`config.mk`:
```
export PLATFORM = sky130hd
export DESIGN_NAME = mem_arbiter
export DESIGN_NICKNAME = d
export VERILOG_FILES = /design/src/rtl/mem_arb_pkg.sv /design/src/rtl/arb_starve_counter.sv /design/src/rtl/mem_arbiter.sv
export SDC_FILE = /design/constraint.sdc
export NUM_CORES = 1
export LEC_CHECK = 0
export CELL_PAD_IN_SITES_DETAIL_PLACEMENT = 1
export CELL_PAD_IN_SITES_GLOBAL_PLACEMENT = 2
export CORE_MARGIN = 5
export CORE_UTILIZATION = 23
export DETAILED_ROUTE_END_ITERATION = 8
export GPL_ROUTABILITY_DRIVEN = 0
export GPL_TIMING_DRIVEN = 0
export HOLD_SLACK_MARGIN = 0.02
export PLACE_DENSITY_LB_ADDON = 0.08
export SLEW_MARGIN = 15
export SYNTH_ARGS = -nofsm -noshare
export SYNTH_HDL_FRONTEND = slang
export SYNTH_HIERARCHICAL = 1
export SYNTH_SLANG_ARGS = --single-unit
```
`constraint.sdc`:
```
create_clock -name clk_i -period 2.2 [get_ports clk_i]
set_clock_uncertainty 0.2 [all_clocks]
set_input_delay 0.33 -clock clk_i [delete_from_list [all_inputs] [get_ports clk_i]]
set_output_delay 0.33 -clock clk_i [all_outputs]
set_load 0.03 [all_outputs]
```
`src/rtl/mem_arb_pkg.sv`:
```
// Shared types and default sizing for the instruction/data memory arbiter.
package mem_arb_pkg;

  localparam int DEF_ADDR_W       = 32;
  localparam int DEF_DATA_W       = 32;
  localparam int DEF_STARVE_LIMIT = 4;
  localparam int DEF_TIMEOUT_CYC  = 64;

  typedef enum logic [1:0] {
    IDLE    = 2'd0,
    BUSY_IF = 2'd1,
    BUSY_DM = 2'd2
  } arb_state_e;

endpackage

```
`src/rtl/arb_starve_counter.sv`:
```
// Saturating count of data grants won while a fetch was waiting; raises
// o_at_limit once the fetch side is owed the next tie.
module arb_starve_counter
  import mem_arb_pkg::*;
#(
  parameter int LIMIT = DEF_STARVE_LIMIT
) (
  input  logic clk,
  input  logic rst_n,
  input  logic i_inc,
  input  logic i_clr,
  output logic o_at_limit
);

  localparam int CNT_W = $clog2(LIMIT + 1);

  logic [CNT_W-1:0] r_cnt;
  logic             w_at_limit;

  assign w_at_limit = (r_cnt == CNT_W'(LIMIT));
  assign o_at_limit = w_at_limit;

  // NOTE: sequential state is updated with <= only, so every flop samples the
  // pre-edge value of its neighbours regardless of statement order.
  always_ff @(posedge clk or negedge rst_n) begin
    if (!rst_n) begin
      r_cnt <= '0;
    end else if (i_clr) begin
      r_cnt <= '0;
    end else if (i_inc && !w_at_limit) begin
      r_cnt <= r_cnt + 1'b1;
    end
  end

endmodule

```
`src/rtl/mem_arbiter.sv`:
```
// Arbitrates a fetch port and a data port onto one single-port memory, with
// starvation protection for fetch and a per-access timeout.
module mem_arbiter
  import mem_arb_pkg::*;
#(
  parameter int ADDR_W       = DEF_ADDR_W,
  parameter int DATA_W       = DEF_DATA_W,
  parameter int STARVE_LIMIT = DEF_STARVE_LIMIT,
  parameter int TIMEOUT_CYC  = DEF_TIMEOUT_CYC
) (
  input  logic              clk_i,
  input  logic              rst_n,
  input  logic              if_req_i,
  input  logic [ADDR_W-1:0] if_addr_i,
  output logic [DATA_W-1:0] if_rdata_o,
  output logic              if_valid_o,
  output logic              if_stall_o,
  input  logic              dm_req_i,
  input  logic              dm_we_i,
  input  logic [ADDR_W-1:0] dm_addr_i,
  input  logic [DATA_W-1:0] dm_wdata_i,
  output logic [DATA_W-1:0] dm_rdata_o,
  output logic              dm_valid_o,
  output logic              dm_stall_o,
  output logic              mem_req_o,
  output logic              mem_we_o,
  output logic [ADDR_W-1:0] mem_addr_o,
  output logic [DATA_W-1:0] mem_wdata_o,
  input  logic [DATA_W-1:0] mem_rdata_i,
  input  logic              mem_ready_i,
  output logic              err_o
);

  localparam int               TMO_W    = $clog2(TIMEOUT_CYC + 1);
  localparam logic [TMO_W-1:0] TMO_LAST = TMO_W'(TIMEOUT_CYC - 1);

  arb_state_e        r_state;
  arb_state_e        w_state_nxt;
  logic [TMO_W-1:0]  r_tmo_cnt;
  logic [ADDR_W-1:0] r_mem_addr;
  logic              r_mem_we;
  logic [DATA_W-1:0] r_mem_wdata;
  logic [DATA_W-1:0] r_if_rdata;
  logic [DATA_W-1:0] r_dm_rdata;
  logic              r_if_valid;
  logic              r_dm_valid;
  logic              r_err;

  logic w_if_elig;
  logic w_dm_elig;
  logic w_starved;
  logic w_grant_if;
  logic w_grant_dm;
  logic w_done;
  logic w_timeout;

  // A port in its completion cycle still shows its old request; mask it.
  assign w_if_elig = if_req_i & ~r_if_valid;
  assign w_dm_elig = dm_req_i & ~r_dm_valid;

  arb_starve_counter #(
    .LIMIT (STARVE_LIMIT)
  ) u_starve (
    .clk        (clk_i),
    .rst_n      (rst_n),
    .i_inc      (w_grant_dm & if_req_i),
    .i_clr      (w_grant_if),
    .o_at_limit (w_starved)
  );

  always_ff @(posedge clk_i or negedge rst_n) begin
    if (!rst_n) r_state <= IDLE;
    else        r_state <= w_state_nxt;
  end

  // NOTE: every signal driven here gets a default first, so no path through
  // the case can leave one unassigned and infer a latch.
  always_comb begin
    w_state_nxt = r_state;
    w_grant_if  = 1'b0;
    w_grant_dm  = 1'b0;
    w_timeout   = 1'b0;
    w_done      = 1'b0;
    unique case (r_state)
      IDLE: begin
        if (w_dm_elig && !(w_if_elig && w_starved)) begin
          w_grant_dm  = 1'b1;
          w_state_nxt = BUSY_DM;
        end else if (w_if_elig) begin
          w_grant_if  = 1'b1;
          w_state_nxt = BUSY_IF;
        end
      end
      BUSY_IF, BUSY_DM: begin
        w_timeout = !mem_ready_i && (r_tmo_cnt == TMO_LAST);
        w_done    = mem_ready_i || w_timeout;
        if (w_done) w_state_nxt = IDLE;
      end
      default: w_state_nxt = IDLE;
    endcase
  end

  always_ff @(posedge clk_i or negedge rst_n) begin
    if (!rst_n) begin
      r_tmo_cnt   <= '0;
      r_mem_addr  <= '0;
      r_mem_we    <= 1'b0;
      r_mem_wdata <= '0;
      r_if_rdata  <= '0;
      r_dm_rdata  <= '0;
      r_if_valid  <= 1'b0;
      r_dm_valid  <= 1'b0;
      r_err       <= 1'b0;
    end else begin
      r_if_valid <= 1'b0;
      r_dm_valid <= 1'b0;
      if (w_grant_if) begin
        r_mem_addr <= if_addr_i;
        r_mem_we   <= 1'b0;
        r_tmo_cnt  <= '0;
      end
      if (w_grant_dm) begin
        r_mem_addr  <= dm_addr_i;
        r_mem_we    <= dm_we_i;
        r_mem_wdata <= dm_wdata_i;
        r_tmo_cnt   <= '0;
      end
      if (r_state != IDLE && !w_done) begin
        r_tmo_cnt <= r_tmo_cnt + 1'b1;
      end
      if (w_done) begin
        if (r_state == BUSY_IF) begin
          r_if_valid <= 1'b1;
          r_if_rdata <= w_timeout ? '0 : mem_rdata_i;
        end else begin
          r_dm_valid <= 1'b1;
          // A completed write leaves the last load result visible.
          if (w_timeout)     r_dm_rdata <= '0;
          else if (!r_mem_we) r_dm_rdata <= mem_rdata_i;
        end
        if (w_timeout) r_err <= 1'b1;
      end
    end
  end

  assign mem_req_o   = (r_state != IDLE);
  assign mem_we_o    = (r_state == BUSY_DM) & r_mem_we;
  assign mem_addr_o  = r_mem_addr;
  assign mem_wdata_o = r_mem_wdata;
  assign if_rdata_o  = r_if_rdata;
  assign if_valid_o  = r_if_valid;
  assign dm_rdata_o  = r_dm_rdata;
  assign dm_valid_o  = r_dm_valid;
  assign err_o       = r_err;
  assign if_stall_o  = if_req_i & ~r_if_valid;
  assign dm_stall_o  = dm_req_i & ~r_dm_valid;

endmodule
```
==> run_results.csv, run 1 <==
group,metric,value,unit
grt,grt_pass1_vias,5550,
sta,rsz0062_at_grt,"yes",
routing,vias,4816,
critical_path,crit_path_start_kind,"flop",
layout,final_layout_size_suffix_gt1_share,14.7,%
layout,finalNetCount,885,
sta,max_freq,456,MHz
grt,grt_start_max_net_pins,78,
floorplanning,die_w,169,um
place,portBuffers,268,
yosys,synth-edff-count,0,
clock_network,cts_num_sinks,144,
yosys,synth_area_leaders,"dfrtp_1, a22o_1, mux2i_1",
yosys,async_flop_share,100,%
grt,grt_antenna_before_repair,0,
flow_run,drv_cap,0,
critical_path,max_stage_delay,410,ps
sta,post-route-min-period,2190,ps
layout,final_util,38.7,%
routing,drt-initial-drc-count,122,
hold_path,hold_path.class,"input port to async pin",
clock_network,cts_made_buffers,17,
critical_path,cp.required,2290,ps
layout,seqCellArea,3600,sq um
layout,final_area,9690,sq um
critical_path,crit_chain,"inv_2 > ha_4 > and2_4 > a211oi_4 > buf_6 > and2_4 > a21boi_4 > mux2_4",
outcome,status,"finished, final reports clean",
yosys,synth_top_area_cell,"dfrtp_1",
layout,fillers,2690,
floorplanning,initial_core_util,23.3,%
yosys,synth-warning-count,6,
routing,drc_errors,0,
layout,syn_to_final_growth,66.3,%
sta,slew_headroom,47.9,%
critical_path,crit_top_cell,"and2_4",
clock_network,clk_latency,410,ps
floorplanning,row_count,58,
yosys,ys_seq_area_share,61.9,%
floorplanning,core-area,25000,sq um
critical_path,cpMaxStageDelayCell,"dfrtp_1",
clock_network,cts_tree,"built",
clock_network,clockRootBuffer,"clkbuf_16",
grt,globalRouteMet3Util,5.05,%
clock_network,clk_path_buf_depth,2,
yosys,syn_area_per_cell,13.0,sq um
clock_network,htree_levels,4,
place,dpl_cell_area,9000,sq um
sta,drv_slew,0,
routing,wire_per_inst,18.8,um
yosys,mappedNetlistNets,588,
yosys,synth_ff_type,"dfrtp_1",
power_and_ir_drop,p_leak,4.10,nW
critical_path,endpoint_kind,"flop",
sta,worst_pin_slew,773,ps
grt,grt_pass1_wl,32200,um
power_and_ir_drop,ir_worst_vdd,633,uV
power_and_ir_drop,p_per_area,1610,nW/um^2
yosys,yosysUniqueCellTypes,39,
floorplanning,die_area,28600,sq um
place,dpl.hpwl,15000,um
yosys,synth.top_cell.area_share,61.9,%
layout,diodes,0,
floorplanning,ios,269,
yosys,synth_cells,448,
routing,via_per_inst,4.43,
routing,drt_first_pass_iters,4,
grt,grt_usage,14.3,%
critical_path,cp_max_fo,7,
routing,routed_wl,20500,um
clock_network,clk_pin_slew,70,ps
sta,setup_viol,0,
layout,multiInputGateArea,2110,sq um
yosys,ys_ff_latch,144,
grt,gr-total-overflow,0,
yosys,synth_area,5830,sq um
critical_path,path_class,"flop to flop",
sta,finalHoldViolations,0,
floorplanning,die_h,169,um
routing,drtAntennaViolNets,0,
critical_path,cp.arrival,2290,ps
grt,grt_util_met1,17.4,%
sta,fin_crit_sh,99.7,%
grt,gr-usage-met2,24.1,%
grt,busiest_layer,"met2",
## layer usage
metal / vias to the layer above / share of wire, %
met1: 2430 / 42
met3: 10 / 7.5
met5: - / 0
li1: 2213 / -
met4: 0 / 0.91
met2: 163 / 50
## area by class of cell
| class | instances | share of cell area, % |
|---|---|---|
| multi-input combinational | 267 | 21.7 |
| buffer | 28 | 1.86 |
| sequential | 144 | 37.2 |
| inverter | 9 | 0.375 |
| clock inverter | 13 | 1.30 |
| timing repair buffer | 278 | 28.7 |
| tap | 330 | 4.26 |
| clock buffer | 18 | 4.53 |
## cells in the mapped netlist (2+ instances only)
master    number
nor2_1         4
ha_1           6
a21oi_1        3
and3_1         3
mux2_1         6
nor2b_1        5
o21a_1         2
o21ai_1        9
dfrtp_1      144
nand2b_1       5
o21ai_0       30
mux2_2        26
nand2_1       36
nor3_1         4
a21o_1         2
buf_2         11
inv_1          9
buf_4          4
nand3_1        9
and2_1         3
a22o_1        66
clkbuf_1      12
mux2i_1       33
## timing repair
item                                   4_1_cts  5_1_grt
gates resized for setup                     17       20
cloned                                       0        0
pin swaps                                    1        3
endpoints found under the hold margin       67        0
buffers inserted                             2        6
hold buffers                                 1        0
setup endpoints to repair                  103      114
## layout by cell type, fill, tap and decap left out, types with 3 or more instances in the layout
cell,Yosys,final
nand2b_1,5,5
clkbuf_2,0,12
o21ai_1,9,8
a22o_1,66,66
mux2_2,26,26
mux2_1,6,6
buf_6,0,5
nand2_1,36,36
ha_1,6,4
dfrtp_1,144,143
and3_1,3,3
nor2_1,4,3
clkbuf_16,0,17
mux2i_1,33,33
o21ai_0,30,30
buf_2,11,4
nand3_1,9,9
nor3_1,4,4
buf_4,4,12
nor2b_1,5,5
inv_6,0,5
inv_1,9,6
clkinvlp_4,0,4
clkdlybuf4s50_1,0,263
## worst paths after layout
check / start / to / slack, ps / depth (start not counted)
max: u_starve/r_cnt[0] / u_starve/r_cnt[0] / 6 / 8
min: rst_n / mem_wdata_o[12] / 240 / 2
max reg2reg: u_starve/r_cnt[0] / u_starve/r_cnt[0] / 6 / 8
min reg2reg: err_o / err_o / 280 / 1
max in group asynchronous: rst_n / if_valid_o / 750 / 3
min in group clk_i: dm_addr_i[30] / mem_addr_o[30] / 260 / 3
## critical path: cells and delay by family, from the launching register on
family | cells | cell delay (ps)
compound gates | 2 | 460
flops | 1 | 410
mux | 1 | 310
simple gates | 2 | 300
buf+inv | 2 | 240
fa+ha+maj | 1 | 160
## flip-flops by register name (all words and copies together) (netlist names)
signal	count
dm_rdata_o	32
dm_valid_o	1
err_o	1
if_rdata_o	32
if_valid_o	1
mem_addr_o	32
mem_wdata_o	32
r_mem_we	1
r_state	2
r_tmo_cnt	7
u_starve/r_cnt	3
## cell families after synthesis
kind of cell,count (synthesis),synth area share [%]
AND/OR/NAND/NOR,74,6.14
buffers and inverters,37,2.88
AO/OA/AOI/OAI,120,15.6
XOR/XNOR,1,0.150
multiplexers,66,12.1
flip-flops,144,61.9
adder cells (fa/ha/maj),6,1.29
## per-stage QoR
step	setup WS [ps]	std cells	setup TNS, ps	hold WS, ps	power [W]
after floorplan	1.89	448	0	-166	0.00915
after global placement	-6180	1046	-843040	253	0.0126
after detailed placement	-641	1047	-40540	123	0.0128
after CTS	-84.3	1081	-84.3	236	0.0158
after global routing	-96.7	1087	-298	265	0.0165
final	6.21	1087	0	236	0.0156
## power breakdown
part / total, W / switching [W] / internal, W
clock: 0.00282 / 0.00122 / 0.00160
combinational: 0.00816 / 0.00450 / 0.00366
sequential: 0.00461 / 0.000715 / 0.00389
Note: power is estimated with default switching activity, not from simulation.
==> inputs of run 2 (changes only) <==
--- a/config.mk
+++ b/config.mk
@@ -7,7 +7,7 @@
 export LEC_CHECK = 0
 export CELL_PAD_IN_SITES_DETAIL_PLACEMENT = 1
 export CELL_PAD_IN_SITES_GLOBAL_PLACEMENT = 2
-export CORE_MARGIN = 5
+export CORE_MARGIN = 10
 export CORE_UTILIZATION = 23
 export DETAILED_ROUTE_END_ITERATION = 8
 export GPL_ROUTABILITY_DRIVEN = 0
==> run 2 against run 1 <==
- the run now ends with setup timing left
- global-route usage down 0.75 points
- hold slack better by 2.9 ps
- die area up 12%
- power up 0.33%
- maximum frequency down 1.1%
- routed wire length up 6.1%
- flip-flop and latch count unchanged
- clock-buffer cell count up 2
- final area up 0.15%
- first-iteration DRC count up 75%
- critical path type unchanged
==> run_results.csv, run 2 (synthesis gave the netlist of run 1 again) <==
group,metric,value,unit
grt,grt_start_max_net_pins,81,
grt,busiest_layer,"met2",
power_and_ir_drop,ir_worst_vdd,621,uV
routing,drc_errors,0,
critical_path,cp_max_fo,8,
grt,grt_util_met1,15.9,%
critical_path,path_delay_family,"compound AO/OA/AOI/OAI gates",
floorplanning,die_area,32100,sq um
power_and_ir_drop,switching_power,0.00648,W
power_and_ir_drop,internal_power,0.00916,W
sta,rsz0062_at_grt,"yes",
outcome,status,"finished, violations left",
power_and_ir_drop,swShare,41.4,%
routing,via_per_inst,4.43,
floorplanning,core-area,25000,sq um
floorplanning,ios,269,
grt,grt_antenna_before_repair,0,
power_and_ir_drop,p_leak,4.11,nW
routing,routed_wl,21700,um
critical_path,worst-path-buf-inv,2,
clock_network,clk_pin_slew,70,ps
floorplanning,initial_core_util,23.3,%
routing,drt_first_pass_iters,4,
clock_network,cts_made_buffers,17,
power_and_ir_drop,p_seq_share,29.3,%
critical_path,cpMaxStageDelayCell,"dfrtp_1",
sta,slew_headroom,49.6,%
layout,syn_to_final_growth,66.5,%
clock_network,cts_num_sinks,144,
clock_network,clockRootBuffer,"clkbuf_16",
sta,setup_viol,1,
layout,stdcell_count,1089,
sta,fin_crit_sh,101,%
routing,drtAntennaViolNets,0,
hold_path,hold_path.class,"input port to async pin",
power_and_ir_drop,p_per_area,1610,nW/um^2
grt,grt_usage,13.5,%
grt,grt_pass1_wl,33500,um
critical_path,endpoint_kind,"flop",
power_and_ir_drop,pwr-share-clk,18.2,%
grt,grt_pass1_vias,5547,
sta,tns,-18.2,ps
place,placed_cells,1047,
clock_network,clk_latency,420,ps
critical_path,path_class,"flop to flop",
critical_path,cp.arrival,2310,ps
outcome,violations,"setup timing",
critical_path,crit_top_cell,"and2_4",
critical_path,cp.required,2290,ps
clock_network,clk_path_buf_depth,2,
sta,post-route-min-period,2220,ps
layout,final_layout_size_suffix_gt1_share,15.0,%
routing,wire_per_inst,20.0,um
power_and_ir_drop,pwr-share-comb,52.5,%
place,portBuffers,268,
sta,fin_ws,-18.2,ps
sta,drv_slew,0,
routing,vias,4823,
place,dpl.hpwl,16100,um
layout,diodes,0,
critical_path,crit_chain,"inv_2 > ha_4 > and2_4 > a211oi_4 > buf_6 > and2_4 > a21boi_4 > mux2_4",
floorplanning,row_count,58,
critical_path,crit_path_start_kind,"flop",
critical_path,max_stage_delay,380,ps
sta,finalHoldViolations,0,
floorplanning,die_w,179,um
grt,gr-total-overflow,0,
sta,worst_pin_slew,749,ps
grt,globalRouteMet3Util,6.17,%
layout,final_util,38.8,%
grt,gr-usage-met2,22.0,%
sta,max_freq,451,MHz
layout,layout_common_cells,"clkdlybuf4s50_1, dfrtp_1, a22o_1",
floorplanning,die_h,179,um
layout,final_common_cell,"clkdlybuf4s50_1",
flow_run,drv_cap,0,
clock_network,htree_levels,4,
routing,drt-initial-drc-count,213,
layout,finalNetCount,886,
clock_network,cts_tree,"built",
==> run 2: per-stage QoR <==
| step | cell area, sq um | total power [W] | hold WS [ps] | worst slack, ps |
|---|---|---|---|---|
| 2_1_floorplan | 5870 | 0.00915 | -166 | 1.89 |
| 3_3_place_gp | 8970 | 0.0127 | 248 | -6180 |
| 3_5_place_dp | 9000 | 0.0129 | 126 | -669 |
| 4_1_cts | 9620 | 0.0159 | 240 | -112 |
| 5_1_grt | 9700 | 0.0166 | 251 | -81.9 |
| 6_report | 9700 | 0.0156 | 238 | -18.2 |
==> run 2: timing repair <==
action | in CTS | in global routing
hold buffers | 1 | 0
pin swaps | 1 | 2
endpoints found under the hold margin | 64 | 0
setup buffers | 3 | 7
resized for setup | 18 | 15
setup endpoints to repair | 103 | 116
==> run 2: area by class of cell <==
cell class,instances,area (sq um)
plain buffers,27,159
clock buffers,20,447
clock inverters,12,125
fillers,2695,15300
inverters,9,36.3
multi-input cells,267,2120
flip-flops and latches,144,3600
well taps,330,413
repair buffers,280,2800
==> run 2: routing by layer <==
layer	vias to the layer above	wire length [um]	share of wire, %
met3	9	2140	9.9
met4	0	175	0.81
met1	2448	8880	41
met2	153	10500	48
met5	-	0	0
li1	2213	-	-
==> run 2: path summary, 6_finish.rpt <==
| kind | from | end | slack (ps) | cells past startpoint |
|---|---|---|---|---|
| max | u_starve/r_cnt[1] | u_starve/r_cnt[0] | -20 | 8 |
| max in group asynchronous | rst_n | if_valid_o | 740 | 3 |
| max reg2reg | u_starve/r_cnt[1] | u_starve/r_cnt[0] | -20 | 8 |
| min in group clk_i | err_o | err_o | 260 | 1 |
| min | rst_n | mem_addr_o[11] | 240 | 2 |
| min reg2reg | err_o | err_o | 260 | 1 |
==> run 2: power by group through the flow <==
stage	Sequential [W]	Combinational (W)	Clock (W)
3_3_place_gp	0.00456	0.00814	0
4_1_cts	0.00460	0.00831	0.00295
6_report	0.00459	0.00821	0.00284
2_1_floorplan	0.00688	0.00227	0
3_5_place_dp	0.00462	0.00824	0
5_1_grt	0.00477	0.00878	0.00308
==> inputs of run 3 (changes only) <==
--- a/config.mk
+++ b/config.mk
@@ -19,3 +19,4 @@
 export SYNTH_HDL_FRONTEND = slang
 export SYNTH_HIERARCHICAL = 1
 export SYNTH_SLANG_ARGS = --single-unit
+export TNS_END_PERCENT = 30
==> run 3 against run 2 <==
- the run still ends with setup timing left
- non-clock buffer count down 1
- worst setup slack lost 15 ps
- via count up 0.46%
- clock-buffer cell count did not move
- critical path type unchanged
- clock power hardly changed
- routed wire length is essentially flat
- power fell by 0.15%
- cell count barely moved
- sequential power barely moved
- critical endpoint unchanged
- sequential share of layout area is essentially flat
- flip-flop and latch count unchanged
- core utilization about the same
==> run_results.csv, run 3 (synthesis gave the netlist of run 1 again) <==
group,metric,value,unit
routing,drt-initial-drc-count,196,
sta,holdWs,235,ps
sta,setup_viol,1,
clock_network,htree_levels,4,
sta,drv_slew,0,
sta,rsz0062_at_grt,"yes",
layout,final_layout_size_suffix_gt1_share,14.8,%
power_and_ir_drop,p_per_area,1610,nW/um^2
place,dpl.hpwl,16100,um
grt,grt_usage,13.5,%
critical_path,path_class,"flop to flop",
place,dpl_cell_area,9000,sq um
floorplanning,die_area,32100,sq um
sta,max_freq,448,MHz
power_and_ir_drop,ir_worst_vdd,621,uV
layout,syn_to_final_growth,66.4,%
floorplanning,die_w,179,um
sta,worst_pin_slew,751,ps
grt,grt_pass1_wl,33500,um
routing,drt_first_pass_iters,4,
clock_network,cts_num_sinks,144,
layout,final_common_cell,"clkdlybuf4s50_1",
floorplanning,initial_core_util,23.3,%
routing,drc_errors,0,
routing,drtAntennaViolNets,0,
routing,vias,4845,
hold_path,hold_path.class,"input port to async pin",
layout,diodes,0,
place,dp_slack,-669,ps
critical_path,rr_worst_depth,8,
grt,grt_antenna_before_repair,0,
floorplanning,die_h,179,um
floorplanning,row_count,58,
routing,wire_per_inst,20.0,um
floorplanning,ios,269,
layout,fillers,2697,
outcome,violations,"setup timing",
grt,grt_start_max_net_pins,81,
grt,grt_pass1_vias,5558,
critical_path,cp_max_fo,8,
sta,fin_ws,-32.8,ps
outcome,status,"finished, violations left",
clock_network,clk_path_buf_depth,2,
layout,layout_common_cells,"clkdlybuf4s50_1, dfrtp_1, a22o_1",
clock_network,cts_made_buffers,17,
place,portBuffers,268,
sta,fin_crit_sh,101,%
routing,routed_wl,21700,um
clock_network,clk_pin_slew,70,ps
critical_path,cp.arrival,2330,ps
sta,tns,-32.8,ps
layout,final_area,9690,sq um
sta,finalHoldViolations,0,
clock_network,clockRootBuffer,"clkbuf_16",
grt,gr-total-overflow,0,
clock_network,clk_latency,410,ps
sta,slew_headroom,49.4,%
flow_run,drv_cap,0,
layout,final_util,38.7,%
power_and_ir_drop,p_leak,4.10,nW
critical_path,endpoint_kind,"flop",
routing,via_per_inst,4.45,
critical_path,crit_path_start_kind,"flop",
layout,finalNetCount,885,
clock_network,cts_tree,"built",
sta,post-route-min-period,2230,ps
floorplanning,core-area,25000,sq um
critical_path,cp.required,2290,ps
==> run 3: final timing paths <==
path | from | to | slack [ps]
worst max-delay path | u_starve/r_cnt[1] | u_starve/r_cnt[0] | -30
worst min-delay path | rst_n | mem_addr_o[11] | 240
worst max register to register | u_starve/r_cnt[1] | u_starve/r_cnt[0] | -30
worst min register to register | err_o | err_o | 260
max in group asynchronous | rst_n | if_valid_o | 740
min in group clk_i | err_o | err_o | 260
==> run 3: stage by stage <==
stage / instances / total power (W)
global route: 1088 / 0.0166
finish: 1088 / 0.0156
CTS: 1083 / 0.0159
global placement: 1046 / 0.0127
floorplan: 448 / 0.00915
detailed placement: 1047 / 0.0129
==> run 3: critical path: stages, from the launching register on <==
cell and delay (ps):
dfrtp_1 400, inv_2 60, ha_4 170, and2_4 170
a211oi_4 270, buf_6 180, and2_4 160, a21boi_4 190
mux2_4 310
==> run 3: metal layers <==
layer | vias up | GRT usage [%] | wire (um)
li1 | 2213 | - | -
met1 | 2462 | 15.8 | 8820
met2 | 161 | 22.1 | 10600
met3 | 9 | 6.21 | 2150
met4 | 0 | 3.31 | 172
met5 | - | 0 | 0
==> run 3: timing repair <==
| action | in CTS | in global routing |
|---|---|---|
| resized for setup | 18 | 16 |
| pin swaps | 1 | 2 |
| hold buffers | 1 | 0 |
| endpoints found under the hold margin | 64 | 0 |
| setup endpoints to repair | 103 | 111 |
| setup buffers | 3 | 5 |
==> run 3: power breakdown <==
group | switching, W | internal (W) | leakage (nW) | total [W]
combinational | 0.00455 | 0.00364 | 2.05 | 0.00819
sequential | 0.000696 | 0.00389 | 1.79 | 0.00459
clock | 0.00122 | 0.00161 | 0.270 | 0.00284
==> run 3: final cells by class <==
type,instances,area [sq um],area share (%)
clock buffer,20,447,4.61
timing repair buffer,278,2780,28.7
inverter,9,36.3,0.374
sequential,144,3600,37.2
buffer,28,168,1.73
clock inverter,12,125,1.29
tap,330,413,4.26
multi-input combinational,267,2120,21.8
